$ cat src/rtl/issue_scoreboard.sv
// Dual-issue read-operand scoreboard: blocks load-use, long-op RAW/WAW, intra-pair RAW and long-unit conflicts.
// Slot B issue and its state updates exist only when DUAL_ISSUE_SB_EN is defined.
module issue_scoreboard #(
  parameter int NUM_REGS = 32,
  parameter int LOAD_LAT = 2,
  parameter int CNT_W    = 2
) (
  input  logic       clk,
  input  logic       reset,
  input  logic       flush,
  input  logic       ex_stall,
  input  logic       a_valid,
  input  logic [4:0] a_src1,
  input  logic [4:0] a_src2,
  input  logic       a_src1_used,
  input  logic       a_src2_used,
  input  logic [4:0] a_dest,
  input  logic [1:0] a_lat,
  input  logic       b_valid,
  input  logic [4:0] b_src1,
  input  logic [4:0] b_src2,
  input  logic       b_src1_used,
  input  logic       b_src2_used,
  input  logic [4:0] b_dest,
  input  logic [1:0] b_lat,
  input  logic       long_done,
  output logic       issue_a,
  output logic       issue_b,
  output logic       ro_hold,
  output logic       long_busy,
  output logic       long_abort
);

  typedef enum logic {S_IDLE, S_BUSY} long_state_e;

  localparam logic [1:0]       LAT_LOAD = 2'd1;
  localparam logic [1:0]       LAT_LONG = 2'd2;
  localparam logic [CNT_W-1:0] LOAD_CNT = CNT_W'(LOAD_LAT);

  logic [CNT_W-1:0]    r_cnt [NUM_REGS];
  logic [NUM_REGS-1:0] r_lpend;
  logic [4:0]          r_ldest;
  long_state_e         r_state;
  long_state_e         w_state_nxt;

  logic w_busy;
  logic w_issue_a;
  logic w_issue_b;
  logic w_acc_a;
  logic w_acc_b;
  logic w_long_acc;

  function automatic logic f_pending(input logic [4:0] r);
    return (r != 5'd0) && ((r_cnt[r] != '0) || r_lpend[r]);
  endfunction

  assign w_busy = (r_state == S_BUSY);

  assign w_issue_a = a_valid
                   && !(a_src1_used && f_pending(a_src1))
                   && !(a_src2_used && f_pending(a_src2))
                   && !((a_dest != 5'd0) && r_lpend[a_dest])
                   && !((a_lat == LAT_LONG) && w_busy);

`ifdef DUAL_ISSUE_SB_EN
  // B is younger: it also waits on A's result and may not share the long unit with A.
  assign w_issue_b = w_issue_a && b_valid
                   && !(b_src1_used && f_pending(b_src1))
                   && !(b_src2_used && f_pending(b_src2))
                   && !((b_dest != 5'd0) && r_lpend[b_dest])
                   && !((a_dest != 5'd0) && ((b_src1_used && (b_src1 == a_dest)) ||
                                             (b_src2_used && (b_src2 == a_dest))))
                   && !((b_lat == LAT_LONG) && (w_busy || (a_lat == LAT_LONG)));
`else
  logic w_unused_b;
  assign w_unused_b = ^{b_src1, b_src2, b_src1_used, b_src2_used, b_dest, b_lat};
  assign w_issue_b  = 1'b0;
`endif

  assign issue_a    = reset && w_issue_a;
  assign issue_b    = reset && w_issue_b;
  assign ro_hold    = reset && ((a_valid && !w_issue_a) || (b_valid && !w_issue_b));
  assign long_busy  = reset && w_busy;
  assign long_abort = reset && flush && w_busy;

  assign w_acc_a    = w_issue_a && !ex_stall && !flush;
  assign w_acc_b    = w_issue_b && !ex_stall && !flush;
  assign w_long_acc = (w_acc_a && (a_lat == LAT_LONG)) || (w_acc_b && (b_lat == LAT_LONG));

  always_ff @(posedge clk) begin
    if (!reset) begin
      r_state <= S_IDLE;
    end else begin
      r_state <= w_state_nxt;
    end
  end

  // NOTE: every signal driven here gets a default first so no path leaves it unassigned (no latch).
  always_comb begin
    w_state_nxt = r_state;
    if (flush) begin
      w_state_nxt = S_IDLE;
    end else begin
      case (r_state)
        S_IDLE:  if (w_long_acc) w_state_nxt = S_BUSY;
        S_BUSY:  if (long_done)  w_state_nxt = S_IDLE;
        default: w_state_nxt = S_IDLE;
      endcase
    end
  end

  // NOTE: the counter/pending arrays are control state, not data storage, so they are reset like any flop.
  // NOTE: non-blocking assignments; later writes in this block override earlier ones in the same cycle.
  always_ff @(posedge clk) begin
    if (!reset || flush) begin
      for (int i = 0; i < NUM_REGS; i++) r_cnt[i] <= '0;
      r_lpend <= '0;
      if (!reset) r_ldest <= '0;
    end else begin
      if (!ex_stall) begin
        for (int i = 1; i < NUM_REGS; i++) begin
          if (r_cnt[i] != '0) r_cnt[i] <= r_cnt[i] - CNT_W'(1);
        end
      end

      if (w_busy && long_done) r_lpend[r_ldest] <= 1'b0;

      if (w_acc_a && (a_dest != 5'd0) && (a_lat == LAT_LOAD)) r_cnt[a_dest] <= LOAD_CNT;
      if (w_acc_a && (a_lat == LAT_LONG)) begin
        if (a_dest != 5'd0) r_lpend[a_dest] <= 1'b1;
        r_ldest <= a_dest;
      end

`ifdef DUAL_ISSUE_SB_EN
      // Slot B is program-order younger, so its update to a shared destination wins.
      if (w_acc_b && (b_dest != 5'd0)) begin
        if (b_lat == LAT_LOAD) begin
          r_cnt[b_dest] <= LOAD_CNT;
        end else if ((b_lat != LAT_LONG) && w_acc_a && (b_dest == a_dest)) begin
          r_cnt[b_dest] <= '0;
        end
      end
      if (w_acc_b && (b_lat == LAT_LONG)) begin
        if (b_dest != 5'd0) r_lpend[b_dest] <= 1'b1;
        r_ldest <= b_dest;
      end
`endif
    end
  end

endmodule

$ cat config.mk
export PLATFORM = sky130hd
export DESIGN_NAME = issue_scoreboard
export DESIGN_NICKNAME = d
export VERILOG_FILES = /design/src/rtl/issue_scoreboard.sv
export SDC_FILE = /design/constraint.sdc
export NUM_CORES = 1
export LEC_CHECK = 0
export ABC_AREA = 1
export BUFFER_PORTS_ARGS = -buffer_cell sky130_fd_sc_hd__buf_4
export CAP_MARGIN = 20
export CORE_ASPECT_RATIO = 1.25
export CORE_MARGIN = 1
export CORE_UTILIZATION = 35
export CTS_CLUSTER_DIAMETER = 50
export DETAILED_ROUTE_END_ITERATION = 8
export PLACE_DENSITY = 0.47
export SYNTH_ARGS = -nofsm -noshare
export SYNTH_HDL_FRONTEND = slang
export SYNTH_SLANG_ARGS = --single-unit
$ cat constraint.sdc
create_clock -name clk -period 2.55 [get_ports clk]
set_input_delay 0.1275 -clock clk [delete_from_list [all_inputs] [get_ports clk]]
set_output_delay 0.1275 -clock clk [all_outputs]
set_load 0.005 [all_outputs]
==> results.txt, run 1 <==
----------------------------------------------------
[Run status]
  Result of the run ... complete, no violations

[Cells and area]
  Antenna diode count ... 0
  Cell area after layout ... 7470 um^2
  P&R area growth vs syn ... 13.5%
  Net count, final ... 1139
  Fillcell total ... 2005
  Share of post-route cells with drive strength above 1 ... 0.109

[Setup path]
  Capturing element type of the critical path ... output port
  Crit-path cells ... nor2_2 -> nand2_1 -> nand2_1 -> nand3_1 -> nand3_1 -> nand3_1 -> nand3_1 -> nand2_1 -> nand2_1 -> nand3_1 -> buf_4 -> a21oi_1 -> nor2_1 -> buf_4
  CP dominant cell by count ... sky130_fd_sc_hd__nand3_1
  Worst path max stage delay ... 0.34 ns
  Data arrival time of the critical path ... 2.22 ns
  Critical-path top delay cell ... sky130_fd_sc_hd__dfxtp_1
  Critical path type ... reg2out
  Maximum fanout count along the critical path ... 3
  Endpoint required time on the critical path ... 2.42 ns
  Kind of start point of the critical path ... flop

[Power]
  Ratio of total power to cell area ... 565 nW/um^2
  Worst-case vdd ir drop ... 0.322 mV
  Static leakage ... 3.26 nW

[Synth]
  Distinct cells, synth ... 27
  Syn. warnings ... 0
  Fraction of post-synthesis cell area in the top cell type by area ... 0.292
  Number of flops mapped to enable cells by yosys ... 5
  Most instantiated flip-flop cell in the synthesis netlist ... sky130_fd_sc_hd__dfxtp_1
  Post-synth design cell area ... 6580 um^2
  Top cell type by total area after synthesis ... sky130_fd_sc_hd__dfxtp_1
  Mean Syn Cell Area ... 6.39 um^2
  Share of the synthesized netlist area taken by xor and xnor gates ... 0
  Synthesized-area fraction occupied by adder cells ... 0.0589
  Dominant cell by count in the synthesized netlist ... sky130_fd_sc_hd__nand3_1
  Post-synthesis share of cell area spent on and, or, nand and nor gates ... 0.343
  Commonest cells post-synth ... sky130_fd_sc_hd__nand3_1, sky130_fd_sc_hd__nand2_1, sky130_fd_sc_hd__inv_1
  Share of the yosys chip area belonging to registers ... 0.315
  Share of synthesized flip-flops with an asynchronous set or reset ... 0
  Largest family of logic cells by synthesized area ... simple AND/OR/NAND/NOR gates
  Gate count of the mapped netlist ... 1030
  Count of state elements after synthesis ... 101
  Multiplexer fraction of the synthesized cell area ... 0
  Net Count, Synth ... 1106
  Ranking of synthesized cells by area ... sky130_fd_sc_hd__dfxtp_1, sky130_fd_sc_hd__nand3_1, sky130_fd_sc_hd__nand2_1, sky130_fd_sc_hd__inv_1, sky130_fd_sc_hd__ha_1
  Synth Area in Compound Gates ... 0.163

[Die]
  Core Footprint ... 18200 um^2
  Die outline area ... 19400 um^2
  Die W ... 125 um
  Effective utilization at floorplan ... 0.361
  Total I/O pin count ... 50
  Core Rows ... 55
  Vertical die dimension ... 155 um

[Global route]
  Antenna violations before repair ... 0
  Aggregate global-route resource usage ... 0.240
  Vias in the first global route ... 6474
  Pin count of the biggest net entering global routing ... 37
  Global-route congestion overflow total ... 0
  Wire length of the first global-routing pass ... 35.7 mm

[Drt]
  Average via count per standard cell ... 5.32
  Detailed router's first-iteration violation count ... 443
  Post-DRT Antenna Nets ... 0
  Detailed-route wire length ... 22.6 mm
  Post-DR wirelength/cell ... 17.5 um
  Remaining DRCs ... 0
  Number of optimization iterations in the first detailed-route pass ... 5
  Number of vias in the routed layout ... 6901

[Timing]
  Worst slew margin relative to its limit ... 0.627
  Final setup fails ... 0
  Skew final ... 0.00880 ns
  Final cycle utilization of the critical path ... 0.921
  Final Critical Period ... 2.35 ns
  Peak Freq ... 0.426 GHz
  Slew at the pin closest to its max-slew limit ... 0.558 ns
  RSZ-0062 raised after global routing ... no
  Count of final hold-check violations ... 0
  Setup TNS ... 0 ns
  Pins Over Slew Limit ... 0

[Placement]
  Placed standard-cell area ... 7180 um^2
  Count of buffers from port buffering ... 29
  HPWL after detailed placement ... 16.7 mm
  RePlAce Congestion ... 0.903

[CTS]
  CTS Sinks ... 101
  TritonCTS clock tree ... done
  Post-CTS repair timing setup buffer count ... 0
  Latest clock arrival within the worst-skew pair ... 0.36 ns
  Max Root-Sink Buffers ... 2
  Number of buffers created by CTS ... 9
  Cell at the root of the clock tree ... sky130_fd_sc_hd__clkbuf_16
  Total number of H-tree levels ... 3
  Clock Pin Slew Worst Setup and Hold Paths ... 0.07 ns

[Worst hold path]
  Type of the tightest min-delay check ... in2reg

[Flow run]
  Max-capacitance violation count ... 0

----------------------------------------------------
logic make-up (layout without fill, tap and decap cells):
group / after synthesis / after routing
other: 1 / 1
buffers and inverters: 189 / 227
and+or+nand+nor: 509 / 509
DFF: 101 / 101
AOI/OAI and AO/OA: 199 / 199
adders and majority gates: 31 / 31
stage by stage:
step | utilization | cells | setup slack (ns) | total power [mW] | hold slack (ns)
after floorplan | - | 1030 | 0.656 | 2.51 | 0.308
after global placement | 0.394 | 1280 | 0.171 | 2.84 | 0.417
after detailed placement | 0.394 | 1280 | 0.137 | 2.85 | 0.421
after CTS | 0.410 | 1296 | 0.0578 | 4.25 | 0.0430
after global routing | 0.410 | 1296 | 0.0296 | 4.50 | 0.0850
final | 0.410 | 1296 | 0.200 | 4.22 | 0.0429
registers in the layout (all words and copies together) (netlist names):
name / count
r_cnt: 63
r_lpend: 32
r_ldest: 5
r_state: 1
layout by cell type (no fill, tap or decap):
cell / synthesis / layout
sky130_fd_sc_hd__o21ai_0: 76 / 76
sky130_fd_sc_hd__dfxtp_1: 96 / 96
sky130_fd_sc_hd__a31oi_1: 31 / 31
sky130_fd_sc_hd__a31o_2: 1 / 1
sky130_fd_sc_hd__buf_12: 0 / 3
sky130_fd_sc_hd__ha_1: 31 / 31
sky130_fd_sc_hd__inv_1: 135 / 135
sky130_fd_sc_hd__nor2_1: 98 / 95
sky130_fd_sc_hd__edfxtp_1: 5 / 5
sky130_fd_sc_hd__nand2_2: 1 / 1
sky130_fd_sc_hd__inv_2: 5 / 6
sky130_fd_sc_hd__nor3_2: 1 / 1
sky130_fd_sc_hd__nand3_1: 190 / 190
sky130_fd_sc_hd__clkinv_1: 2 / 1
sky130_fd_sc_hd__clkbuf_16: 0 / 10
sky130_fd_sc_hd__conb_1: 1 / 1
sky130_fd_sc_hd__or2_2: 18 / 18
sky130_fd_sc_hd__clkbuf_1: 16 / 1
sky130_fd_sc_hd__o21ai_1: 1 / 1
sky130_fd_sc_hd__clkbuf_8: 0 / 1
sky130_fd_sc_hd__o211ai_1: 13 / 13
sky130_fd_sc_hd__nor2_2: 2 / 3
sky130_fd_sc_hd__nand2_1: 174 / 174
sky130_fd_sc_hd__a21oi_1: 77 / 77
sky130_fd_sc_hd__nor2_4: 0 / 2
sky130_fd_sc_hd__clkinv_2: 0 / 4
sky130_fd_sc_hd__buf_4: 10 / 66
sky130_fd_sc_hd__nor3_1: 10 / 10
sky130_fd_sc_hd__nand4_1: 15 / 15
power by group:
group          switching (mW)  leakage (nW)  internal, mW  total, mW
registers              0.0581         0.829          1.71       1.77
logic                   0.671          2.28         0.372       1.04
clock network           0.664         0.147         0.744       1.41
final timing paths:
kind,cells after the start,to,slack (ns),start
max reg2reg,15,r_lpend[21],0.35,r_cnt[16][1]
min reg2reg,2,r_cnt[0][1],0.43,r_cnt[0][1]
min,4,r_state,0.04,long_done
max,14,ro_hold,0.20,r_cnt[16][1]
critical path: cells and delay by family (launching register included):
family                 cells  cell delay [ns]
and+or+nand+nor           11             1.07
DFF                        1             0.34
buffers and inverters      2             0.33
AOI/OAI and AO/OA          1             0.11
metal layers:
| metal | up-vias | wire, um | track usage |
|---|---|---|---|
| li1 | 3515 | - | - |
| met1 | 3229 | 10100 | 0.292 |
| met2 | 123 | 11400 | 0.433 |
| met3 | 34 | 570 | 0.0224 |
| met4 | 0 | 608 | 0.0929 |
| met5 | - | 0 | 0 |
cell type report:
class	count	area, um^2	area share
Inverter	142	533	0.0713
Multi-Input combinational cell	740	3740	0.500
Tap cell	228	285	0.0382
Clock buffer	12	268	0.0358
Timing Repair Buffer	69	556	0.0744
Sequential cell	101	2070	0.277
Clock inverter	4	20.0	0.00268
timing repair:
item,4_1_cts,5_1_grt
hold buffers,0,0
hold endpoints to repair,0,0
setup endpoints to repair,0,1
gates resized for setup,0,1
Note: power is estimated with default switching activity, not from simulation.
==> run 2: changes to the inputs <==
- CORE_MARGIN: 1 -> 2
- CORE_UTILIZATION: 35 -> 54
- PLACE_DENSITY: 0.47 -> 0.69
==> results.txt, run 2 (synthesized netlist as in run 1, its figures left out) <==
----------------------------------------------------
[Setup path]
  CP dominant cell by count ... sky130_fd_sc_hd__nand3_1
  Crit-path cells ... nor2_1 -> nand3_1 -> nand2_1 -> nand2_1 -> nand2_1 -> nand2_1 -> nand3_1 -> nand3_1 -> nand3_1 -> nand3_1 -> a21oi_1 -> nor2_1 -> buf_4
  Worst path max stage delay ... 0.32 ns (-0.02 ns)
  Critical path type ... reg2out
  Capturing element type of the critical path ... output port
  Buffers plus inverters on the worst setup path ... 1 (-1)
  Critical path's top delay family ... simple AND/OR/NAND/NOR gates
  Worst reg2reg endpoint ... r_lpend[20]
  Data arrival time of the critical path ... 2.19 ns (-0.03 ns)
  Internal reg-to-reg setup slack ... 0.24 ns (-0.11 ns)
  Depth of the worst register-to-register path ... 15 (unchanged)
  Critical-path top delay cell ... sky130_fd_sc_hd__dfxtp_1
  Maximum fanout count along the critical path ... 3 (unchanged)
  R2R Path Start ... r_cnt[16][1]
  Kind of start point of the critical path ... flop
  Endpoint required time on the critical path ... 2.42 ns (about the same)

[Timing]
  Final cycle utilization of the critical path ... 0.910 (-0.0112)
  Slew at the pin closest to its max-slew limit ... 0.557 ns (-0.00125 ns)
  Count of final hold-check violations ... 0 (unchanged)
  Final Critical Period ... 2.32 ns (-0.0284 ns)
  Peak Freq ... 0.431 GHz (+1.2%)
  Final setup fails ... 0 (unchanged)
  Setup slack of the critical path after layout ... 0.229 ns (+0.0284 ns)
  Setup TNS ... 0 ns (unchanged)
  Skew final ... 0.00741 ns (-0.00139 ns)
  RSZ-0062 raised after global routing ... no
  Worst slew margin relative to its limit ... 0.627 (about the same)
  Pins Over Slew Limit ... 0 (unchanged)

[Drt]
  Number of vias in the routed layout ... 7051 (+2.2%)
  Detailed router's first-iteration violation count ... 495 (+12%)
  Post-DR wirelength/cell ... 16.9 um (-3.1%)
  Remaining DRCs ... 0 (unchanged)
  Detailed-route wire length ... 20.6 mm (-9.0%)
  Number of optimization iterations in the first detailed-route pass ... 7 (+2)
  Average via count per standard cell ... 5.79 (+8.7%)
  Post-DRT Antenna Nets ... 0 (unchanged)

[Cells and area]
  Most frequent standard cell in the layout excluding fill and tap cells ... sky130_fd_sc_hd__nand3_1
  Largest registers in the final layout ... r_cnt: 63 flops, r_lpend: 32 flops, r_ldest: 5 flops
  Antenna diode count ... 0 (unchanged)
  Non-filler cells in the finished layout ... 1218 (-6.0%)
  Reg with most FFs ... r_cnt
  Share of post-route cells with drive strength above 1 ... 0.0949 (-0.0137)
  Number of flip-flops under the largest register name ... 63 (unchanged)
  Leading cell types in the layout, fill and taps excluded ... sky130_fd_sc_hd__nand3_1, sky130_fd_sc_hd__nand2_1, sky130_fd_sc_hd__inv_1, sky130_fd_sc_hd__nor2_1, sky130_fd_sc_hd__dfxtp_1
  Net count, final ... 1125 (-1.2%)
  P&R area growth vs syn ... 11.1%
  Fillcell total ... 1242 (-38%)

[Die]
  Die W ... 103 um (-18%)
  Total I/O pin count ... 50 (unchanged)
  Core Footprint ... 12000 um^2 (-34%)
  Die outline area ... 13100 um^2 (-32%)
  Vertical die dimension ... 127 um (-18%)
  Effective utilization at floorplan ... 0.546 (+0.185)
  Core Rows ... 45 (-18%)

[Global route]
  Antenna violations before repair ... 0 (unchanged)
  Vias in the first global route ... 6327 (-2.3%)
  Wire length of the first global-routing pass ... 32.1 mm (-10%)
  Global-route congestion overflow total ... 0 (unchanged)
  Aggregate global-route resource usage ... 0.321 (+0.0812)
  Pin count of the biggest net entering global routing ... 63 (+70%)

[CTS]
  TritonCTS clock tree ... done
  CTS Sinks ... 101 (unchanged)
  Clock Pin Slew Worst Setup and Hold Paths ... 0.07 ns (about the same)
  Post-CTS repair timing setup buffer count ... 0 (unchanged)
  Total number of H-tree levels ... 3 (unchanged)
  Max Root-Sink Buffers ... 2 (unchanged)
  Latest clock arrival within the worst-skew pair ... 0.36 ns (about the same)
  Post-cts sizing count ... 0 (unchanged)
  Number of buffers created by CTS ... 9 (unchanged)
  Hold-fix buffers at CTS ... 0 (unchanged)
  Cell at the root of the clock tree ... sky130_fd_sc_hd__clkbuf_16

[Placement]
  Placed cell count ... 1201 (-6.2%)
  RePlAce Congestion ... 0.956 (+5.9%)
  Count of buffers from port buffering ... 29 (unchanged)
  Place WS ... 0.168 ns (+0.0307 ns)
  HPWL after detailed placement ... 14.4 mm (-14%)

[Power]
  Worst-case vdd ir drop ... 0.392 mV (+22%)
  Ratio of total power to cell area ... 583 nW/um^2 (+3.1%)
  Static leakage ... 3.20 nW (-1.9%)

[Flow run]
  Max-capacitance violation count ... 0 (unchanged)

[Worst hold path]
  Critical hold path startpoint ... long_done
  Min-Delay Path Depth ... 4 (unchanged)
  Min-Delay Endpoint ... r_state
  Type of the tightest min-delay check ... in2reg

[Run status]
  Result of the run ... complete, no violations

----------------------------------------------------
-- run 2: how the worst max path moves through the flow --
stage | startpoint | to | slack, ns | cells past startpoint
6_report | r_cnt[16][1] | ro_hold | 0.23 | 13
3_5_place_dp | a_src1[0] | r_cnt[31][0] | 0.17 | 17
4_1_cts | r_cnt[16][1] | ro_hold | 0.21 | 13
3_3_place_gp | a_src1[0] | r_cnt[30][0] | 0.22 | 17
5_1_grt | r_cnt[16][0] | r_lpend[15] | 0.05 | 14
2_1_floorplan | a_src2[0] | r_ldest[0] | 0.66 | 14
-- run 2: worst reg2reg max path: stages (launching register included) --
cell                      delay [ns]
sky130_fd_sc_hd__dfxtp_1        0.32
sky130_fd_sc_hd__nor2_1         0.30
sky130_fd_sc_hd__nand3_1        0.16
sky130_fd_sc_hd__nand2_1        0.10
sky130_fd_sc_hd__nand2_1        0.05
sky130_fd_sc_hd__nand2_1        0.07
sky130_fd_sc_hd__nand2_1        0.05
sky130_fd_sc_hd__nand3_1        0.09
sky130_fd_sc_hd__nand3_1        0.06
sky130_fd_sc_hd__nand3_1        0.07
sky130_fd_sc_hd__nand3_1        0.19
sky130_fd_sc_hd__nor2_4         0.18
sky130_fd_sc_hd__buf_4          0.21
sky130_fd_sc_hd__buf_12         0.15
sky130_fd_sc_hd__nand3_1        0.07
sky130_fd_sc_hd__a21oi_1        0.17
-- run 2: per-layer routing --
layer  global-route usage  up-vias  part of all wire
met4                0.160        0             0.040
met5                    0        -                 0
met3               0.0350       64             0.068
met1                0.403     3223              0.40
li1                     -     3478                 -
met2                0.540      286              0.49
-- run 2: metrics by stage --
step | area, um^2 | utilization | power (mW) | hold slack, ns
after floorplan | 6580 | - | 2.51 | 0.308
after detailed placement | 6980 | 0.580 | 2.80 | 0.403
after global placement | 6980 | 0.580 | 2.78 | 0.406
after global routing | 7310 | 0.607 | 4.50 | 0.0754
final | 7310 | 0.607 | 4.26 | 0.0326
after CTS | 7290 | 0.605 | 4.27 | 0.0303
-- run 2: cell type report --
cell class / instances / area (um^2) / share of cell area
well taps: 164 / 205 / 0.0281
repair buffers: 55 / 463 / 0.0633
flip-flops and latches: 101 / 2070 / 0.283
multi-input cells: 740 / 3730 / 0.510
clock inverters: 5 / 75.1 / 0.0103
inverters: 142 / 533 / 0.0729
clock buffers: 11 / 233 / 0.0318
-- run 2: report_power, final --
group / internal (mW) / leakage (nW) / switching (mW)
Combinational: 0.359 / 2.22 / 0.650
Sequential: 1.71 / 0.829 / 0.0593
Clock: 0.856 / 0.153 / 0.623
